**src/rtl/rv_pkg.sv**
```systemverilog
// rv_pkg: constants shared by the memory port arbiter and its helpers.
// FSM encoding, bus op codes and the fetch load-size code.
package rv_pkg;

  localparam logic [2:0] ST_IDLE   = 3'd0;
  localparam logic [2:0] ST_D_ADDR = 3'd1;
  localparam logic [2:0] ST_D_RESP = 3'd2;
  localparam logic [2:0] ST_F_ADDR = 3'd3;
  localparam logic [2:0] ST_F_RESP = 3'd4;

  localparam logic [2:0] RD_LW = 3'b010;

  localparam logic MEM_RD = 1'b0;
  localparam logic MEM_WR = 1'b1;

  function automatic logic st_addr(
    input logic [2:0] s
  );
    return (s == ST_D_ADDR) || (s == ST_F_ADDR);
  endfunction

  function automatic logic st_resp(
    input logic [2:0] s
  );
    return (s == ST_D_RESP) || (s == ST_F_RESP);
  endfunction

endpackage

```
**src/rtl/mem_arb_timeout.sv**
```systemverilog
// mem_arb_timeout: saturating wait counter with clear, enable
// and an expired flag once LIMIT cycles have been counted.
module mem_arb_timeout #(
  parameter int LIMIT = 255
) (
  input  logic clk,
  input  logic rst,
  input  logic clr_i,
  input  logic en_i,
  output logic expired_o
);

  localparam int W = $clog2(LIMIT + 1);
  localparam logic [W-1:0] LIM = W'(LIMIT);

  logic [W-1:0] cnt_q;
  logic [W-1:0] cnt_d;

  assign expired_o = (cnt_q == LIM);

  always_comb begin
    cnt_d = cnt_q;
    if (clr_i) begin
      cnt_d = '0;
    end else if (en_i && !expired_o) begin
      cnt_d = cnt_q + 1'b1;
    end
  end

  always_ff @(posedge clk) begin
    if (!rst) begin
      cnt_q <= '0;
    end else begin
      cnt_q <= cnt_d;
    end
  end

endmodule

```
**src/rtl/mem_port_arbiter.sv**
```systemverilog
// mem_port_arbiter: shares one memory bus between fetch and data ports.
// Optional one-entry fetch buffer enabled by MEM_ARB_FETCH_BUF_EN.
module mem_port_arbiter
  import rv_pkg::*;
#(
  parameter int ADDR_W  = 32,
  parameter int DATA_W  = 32,
  parameter int TIMEOUT = 255
) (
  input  logic              clk,
  input  logic              rst,
  input  logic              i_if_req,
  input  logic [ADDR_W-1:0] i_if_addr,
  output logic [DATA_W-1:0] o_if_rdata,
  output logic              o_if_valid,
  input  logic              i_d_rd_en,
  input  logic              i_d_wr_en,
  input  logic [ADDR_W-1:0] i_d_addr,
  input  logic [DATA_W-1:0] i_d_wdata,
  input  logic [1:0]        i_d_wr_type,
  input  logic [2:0]        i_d_rd_type,
  output logic [DATA_W-1:0] o_d_rdata,
  output logic              o_d_valid,
  output logic              o_stall,
  output logic              o_mem_req,
  output logic              o_mem_we,
  output logic [ADDR_W-1:0] o_mem_addr,
  output logic [DATA_W-1:0] o_mem_wdata,
  output logic [1:0]        o_mem_wr_type,
  output logic [2:0]        o_mem_rd_type,
  input  logic              i_mem_gnt,
  input  logic              i_mem_rvalid,
  input  logic [DATA_W-1:0] i_mem_rdata,
  output logic              o_bus_err
);

  logic [2:0]        state_q, state_d;
  logic              we_q, we_d;
  logic [ADDR_W-1:0] addr_q, addr_d;
  logic [DATA_W-1:0] wdata_q, wdata_d;
  logic [1:0]        wt_q, wt_d;
  logic [2:0]        rt_q, rt_d;
  logic [DATA_W-1:0] drd_q, drd_d;
  logic [DATA_W-1:0] frd_q, frd_d;
  logic              dv_q, dv_d;
  logic              fv_q, fv_d;
  logic              err_q, err_d;

  logic              tmo_clr;
  logic              tmo_en;
  logic              tmo_exp;
  logic              d_req;
  logic              pulse;
  logic              fb_hit;
  logic [DATA_W-1:0] fb_data;

  assign d_req  = i_d_rd_en | i_d_wr_en;
  assign pulse  = dv_q | fv_q;
  assign tmo_en = st_addr(state_q) | st_resp(state_q);

  mem_arb_timeout #(
    .LIMIT (TIMEOUT)
  ) u_tmo (
    .clk       (clk),
    .rst       (rst),
    .clr_i     (tmo_clr),
    .en_i      (tmo_en),
    .expired_o (tmo_exp)
  );

`ifdef MEM_ARB_FETCH_BUF_EN
  logic              fbv_q;
  logic [ADDR_W-1:0] fbt_q;
  logic [DATA_W-1:0] fbd_q;
  logic              fb_fill;
  logic              fb_kill;

  assign fb_hit  = fbv_q && (i_if_addr == fbt_q);
  assign fb_data = fbd_q;
  assign fb_fill = (state_q == ST_F_RESP) && i_mem_rvalid;
  assign fb_kill = (state_q == ST_IDLE) && !pulse
                && i_d_wr_en && (i_d_addr == fbt_q);

  always_ff @(posedge clk) begin
    if (!rst) begin
      fbv_q <= 1'b0;
      fbt_q <= '0;
      fbd_q <= '0;
    end else if (fb_fill) begin
      fbv_q <= 1'b1;
      fbt_q <= addr_q;
      fbd_q <= i_mem_rdata;
    end else if (fb_kill) begin
      fbv_q <= 1'b0;
    end
  end
`else
  assign fb_hit  = 1'b0;
  assign fb_data = '0;
`endif

  // Requests are level-held until their valid pulse, so IDLE
  // ignores the core during a pulse to avoid re-issuing it.
  always_comb begin
    state_d = state_q;
    we_d    = we_q;
    addr_d  = addr_q;
    wdata_d = wdata_q;
    wt_d    = wt_q;
    rt_d    = rt_q;
    drd_d   = drd_q;
    frd_d   = frd_q;
    dv_d    = 1'b0;
    fv_d    = 1'b0;
    err_d   = err_q;
    tmo_clr = 1'b0;
    unique case (1'b1)
      (state_q == ST_IDLE): begin
        if (pulse) begin
          state_d = ST_IDLE;
        end else if (d_req) begin
          state_d = ST_D_ADDR;
          we_d    = i_d_wr_en ? MEM_WR : MEM_RD;
          addr_d  = i_d_addr;
          wdata_d = i_d_wdata;
          wt_d    = i_d_wr_type;
          rt_d    = i_d_rd_type;
          tmo_clr = 1'b1;
        end else if (i_if_req && fb_hit) begin
          fv_d  = 1'b1;
          frd_d = fb_data;
        end else if (i_if_req) begin
          state_d = ST_F_ADDR;
          we_d    = MEM_RD;
          addr_d  = i_if_addr;
          wdata_d = '0;
          wt_d    = 2'b00;
          rt_d    = RD_LW;
          tmo_clr = 1'b1;
        end
      end
      (state_q == ST_D_ADDR): begin
        if (i_mem_gnt) begin
          state_d = ST_D_RESP;
          tmo_clr = 1'b1;
        end else if (tmo_exp) begin
          state_d = ST_IDLE;
          dv_d    = 1'b1;
          drd_d   = '0;
          err_d   = 1'b1;
        end
      end
      (state_q == ST_F_ADDR): begin
        if (i_mem_gnt) begin
          state_d = ST_F_RESP;
          tmo_clr = 1'b1;
        end else if (tmo_exp) begin
          state_d = ST_IDLE;
          fv_d    = 1'b1;
          frd_d   = '0;
          err_d   = 1'b1;
        end
      end
      (state_q == ST_D_RESP): begin
        if (i_mem_rvalid) begin
          state_d = ST_IDLE;
          dv_d    = 1'b1;
          drd_d   = i_mem_rdata;
        end else if (tmo_exp) begin
          state_d = ST_IDLE;
          dv_d    = 1'b1;
          drd_d   = '0;
          err_d   = 1'b1;
        end
      end
      (state_q == ST_F_RESP): begin
        if (i_mem_rvalid) begin
          state_d = ST_IDLE;
          fv_d    = 1'b1;
          frd_d   = i_mem_rdata;
        end else if (tmo_exp) begin
          state_d = ST_IDLE;
          fv_d    = 1'b1;
          frd_d   = '0;
          err_d   = 1'b1;
        end
      end
      default: begin
        state_d = ST_IDLE;
      end
    endcase
  end

  always_ff @(posedge clk) begin
    if (!rst) begin
      state_q <= ST_IDLE;
      we_q    <= 1'b0;
      addr_q  <= '0;
      wdata_q <= '0;
      wt_q    <= 2'b00;
      rt_q    <= 3'b000;
      drd_q   <= '0;
      frd_q   <= '0;
      dv_q    <= 1'b0;
      fv_q    <= 1'b0;
      err_q   <= 1'b0;
    end else begin
      state_q <= state_d;
      we_q    <= we_d;
      addr_q  <= addr_d;
      wdata_q <= wdata_d;
      wt_q    <= wt_d;
      rt_q    <= rt_d;
      drd_q   <= drd_d;
      frd_q   <= frd_d;
      dv_q    <= dv_d;
      fv_q    <= fv_d;
      err_q   <= err_d;
    end
  end

  assign o_mem_req     = st_addr(state_q);
  assign o_mem_we      = we_q;
  assign o_mem_addr    = addr_q;
  assign o_mem_wdata   = wdata_q;
  assign o_mem_wr_type = wt_q;
  assign o_mem_rd_type = rt_q;
  assign o_d_rdata     = drd_q;
  assign o_d_valid     = dv_q;
  assign o_if_rdata    = frd_q;
  assign o_if_valid    = fv_q;
  assign o_bus_err     = err_q;
  assign o_stall       = (i_if_req & ~fv_q) | (d_req & ~dv_q);

endmodule

```
**config.mk**
```make
export PLATFORM = sky130hd
export DESIGN_NAME = mem_port_arbiter
export DESIGN_NICKNAME = d
export VERILOG_FILES = /design/src/rtl/rv_pkg.sv /design/src/rtl/mem_arb_timeout.sv /design/src/rtl/mem_port_arbiter.sv
export SDC_FILE = /design/constraint.sdc
export NUM_CORES = 1
export LEC_CHECK = 0
export ABC_CLOCK_PERIOD_IN_PS = 4800
export BUFFER_PORTS_ARGS = -buffer_cell sky130_fd_sc_hd__buf_2
export CAP_MARGIN = 25
export CELL_PAD_IN_SITES_DETAIL_PLACEMENT = 2
export CELL_PAD_IN_SITES_GLOBAL_PLACEMENT = 2
export CORE_ASPECT_RATIO = 0.75
export CORE_MARGIN = 2
export CORE_UTILIZATION = 28
export DETAILED_ROUTE_END_ITERATION = 6
export GPL_TIMING_DRIVEN = 0
export PLACE_DENSITY_LB_ADDON = 0.1
export SYNTH_ARGS = -nofsm -noshare
export SYNTH_HDL_FRONTEND = slang
export SYNTH_SLANG_ARGS = --single-unit
```
**constraint.sdc**
```tcl
create_clock -name clk -period 4.8 [get_ports clk]
set_clock_uncertainty 0.05 [all_clocks]
set_input_delay 0.24 -clock clk [delete_from_list [all_inputs] [get_ports clk]]
set_output_delay 0.24 -clock clk [all_outputs]
set_load 0.005 [all_outputs]
```
==> summary.md <==
| Metric | Value |
|---|---|
| Status | `completed` |
| Max_cap viols | `0` |
| Gr ovfl total | `0` |
| HP Start | `i_d_wdata[11]` |
| Clk buf depth | `2` |
| Setup violators final | `0` |
| Global-route wire length before repair | `38.2 mm` |
| Register area share after synthesis | `50.9%` |
| Post-CTS setup buffers | `0` |
| Dominant cells by area after synthesis | `dfxtp_1 (51%), a32o_1 (5.7%), a311oi_1 (5.0%)` |
| Final hold vios | `0` |
| Rel. slew slack | `56.1%` |
| Asr flop ratio synth | `0%` |
| Hold endpoint | `o_mem_wdata[11]` |
| Vias in the first global route | `6924` |
| Final ANT Viol Nets | `0` |
| Design Area, Final | `8300 sq um` |
| Die area | `22000 sq um` |
| Gp weighted congestion | `0.811` |
| Post-synthesis cell type count | `47` |
| Htree depth | `4` |
| Core area | `20300 sq um` |
| Layout area overhead | `42.6%` |
| Hold WC Path Type | `primary input to flop` |
| Peak VDD IR | `240 uV` |
| Worst Path Required | `5.11 ns` |
| P_leak | `3.65 nW` |
| Fin crit period | `1.94 ns` |
| Drt wl/cell | `20.3 um` |
| Starting Density | `28.6%` |
| Reg clk slew, reported paths | `0.07 ns` |
| Max-slew violation count | `0` |
| Setup crit end kind | `flop` |
| Drt first-iter violations | `256` |
| Number of synthesized flops with an enable pin | `0` |
| Routed WL | `25.0 mm` |
| CP Launch Type | `flop` |
| Hold Path Depth | `3` |
| CP Max Fanout | `10` |
| Vias per cell | `5.22` |
| Clk_lat worst skew | `0.42 ns` |
| Layout Nets | `1075` |
| Synth Warn # | `0` |
| Crit path kind | `flop to flop` |
| Reg2Reg Capture Point | `o_if_rdata[12]` |
| DR vias | `6418` |
| Worst-Margin Slew | `0.659 ns` |
| Sink Count | `148` |
| Synth Register Bits | `148` |
| HPWL after DPL | `19.1 mm` |
| Fraction of layout cells with a size suffix above 1 | `36.8%` |
| R2R setup slack | `2.86 ns` |
| Syn Nets | `769` |
| Unrepaired setup endpoints after global routing | `no` |
| Clock root buffer | `clkbuf_16` |
| DRT Pass-1 Iters | `5` |
| IO Pins | `279` |
| Fmax | `0.516 GHz` |
| Top_reg_cell synth | `dfxtp_1` |
| Largest net degree at the start of global routing | `17` |
| Arrival time of the worst setup path | `2.25 ns` |
| Synth Cell Area | `5820 sq um` |
| Reg2reg path depth | `6` |
| Die Ht | `129 um` |
| Post-Syn Area per Cell | `9.27 sq um` |
| Detailed-route DRC error count | `0` |
| Final Cycle Share | `40.3%` |
| Post-synth top area share | `50.9%` |
| Die X | `171 um` |
| Initial antenna violation count | `1` |
| Cell Rows | `45` |
| GRT Total Usage | `22.5%` |
| CTS tree | `yes` |
| PortBufs | `277` |
| Worst hold slack | `0.0114 ns` |
| CTS Buf Count | `17` |
| Synthesized instance count | `628` |
| Worst R2R Start | `u_tmo.cnt_q[0]` |
| Final TNS setup | `0 ns` |
| Post-Place Cell Area | `7560 sq um` |
| Synth area leader | `dfxtp_1` |
| PwrDens | `429 nW/um^2` |
layout by cell type (no fill, tap or decap), types with 3 or more instances in the layout:
cell type / Yosys / final
inv_8: 0 / 3
or3_1: 3 / 3
dfxtp_1: 148 / 148
o21ai_0: 33 / 33
nor2_1: 77 / 77
a21oi_1: 39 / 39
nor2b_1: 3 / 3
a32o_1: 33 / 33
nand3_1: 34 / 34
a311oi_1: 33 / 33
buf_2: 24 / 301
dlygate4sd3_1: 0 / 10
and3_1: 3 / 3
clkbuf_16: 0 / 17
bufinv_16: 0 / 4
nand2_1: 40 / 40
a22oi_1: 36 / 36
or4_1: 4 / 4
inv_6: 0 / 5
o22ai_1: 3 / 3
buf_4: 4 / 4
clkbuf_1: 37 / 37
o31ai_1: 35 / 35
flip-flops by register name (all words and copies together) (netlist names):
name and flops:
o_d_rdata 32, o_if_rdata 32, o_mem_addr 32, o_mem_wdata 32
u_tmo.cnt_q 8, o_mem_rd_type 3, state_q 3, o_mem_wr_type 2
o_bus_err 1, o_d_valid 1, o_if_valid 1, o_mem_we 1
worst max-delay path by stage:
| stage | startpoint | to | slack (ns) | cells past startpoint |
|---|---|---|---|---|
| finish | u_tmo.cnt_q[0] | o_if_rdata[12] | 2.86 | 6 |
| global route | u_tmo.cnt_q[0] | o_if_rdata[25] | 2.71 | 6 |
| CTS | u_tmo.cnt_q[0] | o_if_rdata[25] | 2.84 | 6 |
| detailed placement | u_tmo.cnt_q[0] | o_if_rdata[12] | 2.87 | 6 |
| global placement | rst | o_mem_wdata[26] | 2.92 | 5 |
| floorplan | u_tmo.cnt_q[0] | u_tmo.cnt_q[7] | 3.21 | 5 |
cells by family (layout without fill, tap and decap cells):
logic type | Yosys count | count (layout) | share of synthesized area (%)
AOI/OAI and AO/OA | 223 | 223 | 28.3
and+or+nand+nor | 184 | 184 | 14.7
DFF | 148 | 148 | 50.9
buffers and inverters | 69 | 387 | 5.48
muxes | 2 | 2 | 0.344
adders and majority gates | 1 | 1 | 0.215
xor gates and xnor gates | 1 | 1 | 0.150
other | 0 | 2 | 0
through the flow:
stage          setup slack, ns  power (mW)  util (%)  std cells
4_1_cts                   2.84        3.60      40.8       1228
2_1_floorplan             3.21        1.77         -        628
3_5_place_dp              2.87        2.10      37.2       1187
3_3_place_gp              2.92        2.06      37.2       1187
6_report                  2.86        3.56      40.9       1230
5_1_grt                   2.71        3.74      40.8       1228
routing by layer:
metal / global-route usage (%) / up-vias / routed length [um]
met4: 7.64 / 0 / 573
met2: 37.9 / 201 / 12000
met1: 27.6 / 3199 / 10900
met5: 0 / - / 0
li1: - / 2981 / -
met3: 6.55 / 37 / 1490
area by class of cell:
class	count	area, sq um
fill	2284	12000
sequential	148	2960
multi-input combinational	411	2540
timing repair buffer	287	1490
clock buffer	17	425
tap	282	353
buffer	67	312
clock inverter	14	213
inverter	2	7.51
antenna	2	5.00
what timing repair did:
action | CTS | global route
hold buffers | 10 | 0
resized for setup | 0 | 0
endpoints found under the hold margin | 10 | 0
power by group:
| group | switching, mW | internal (mW) | leakage [nW] |
|---|---|---|---|
| clock | 0.593 | 0.887 | 0.307 |
| sequential | 0.0584 | 1.33 | 1.21 |
| combinational | 0.425 | 0.266 | 2.13 |
| total | 1.08 | 2.49 | 3.65 |
worst max-delay path, stage by stage, from the launching register on:
cell	delay (ns)
dfxtp_1	0.33
ha_1	0.25
and3_1	0.24
a32o_1	0.25
a21oi_2	0.27
buf_2	0.32
a32o_1	0.18
Yosys cell counts, drive strengths merged (2+ instances only):
master and count:
a311oi 33, nand4 2, mux2i 2, a22oi 37, and3b 2, nor4b 2, o22ai 3, dfxtp 148
clkbuf 37, nand3b 2, nand3 35, and3 3, a31oi 2, nor2b 4, o31ai 35, nor3 3
nor2 79, a32o 33, nand2 40, buf 30, or3 3, a21oi 41, or4 4, o21ai 34
(Power assumes the default switching activity.)
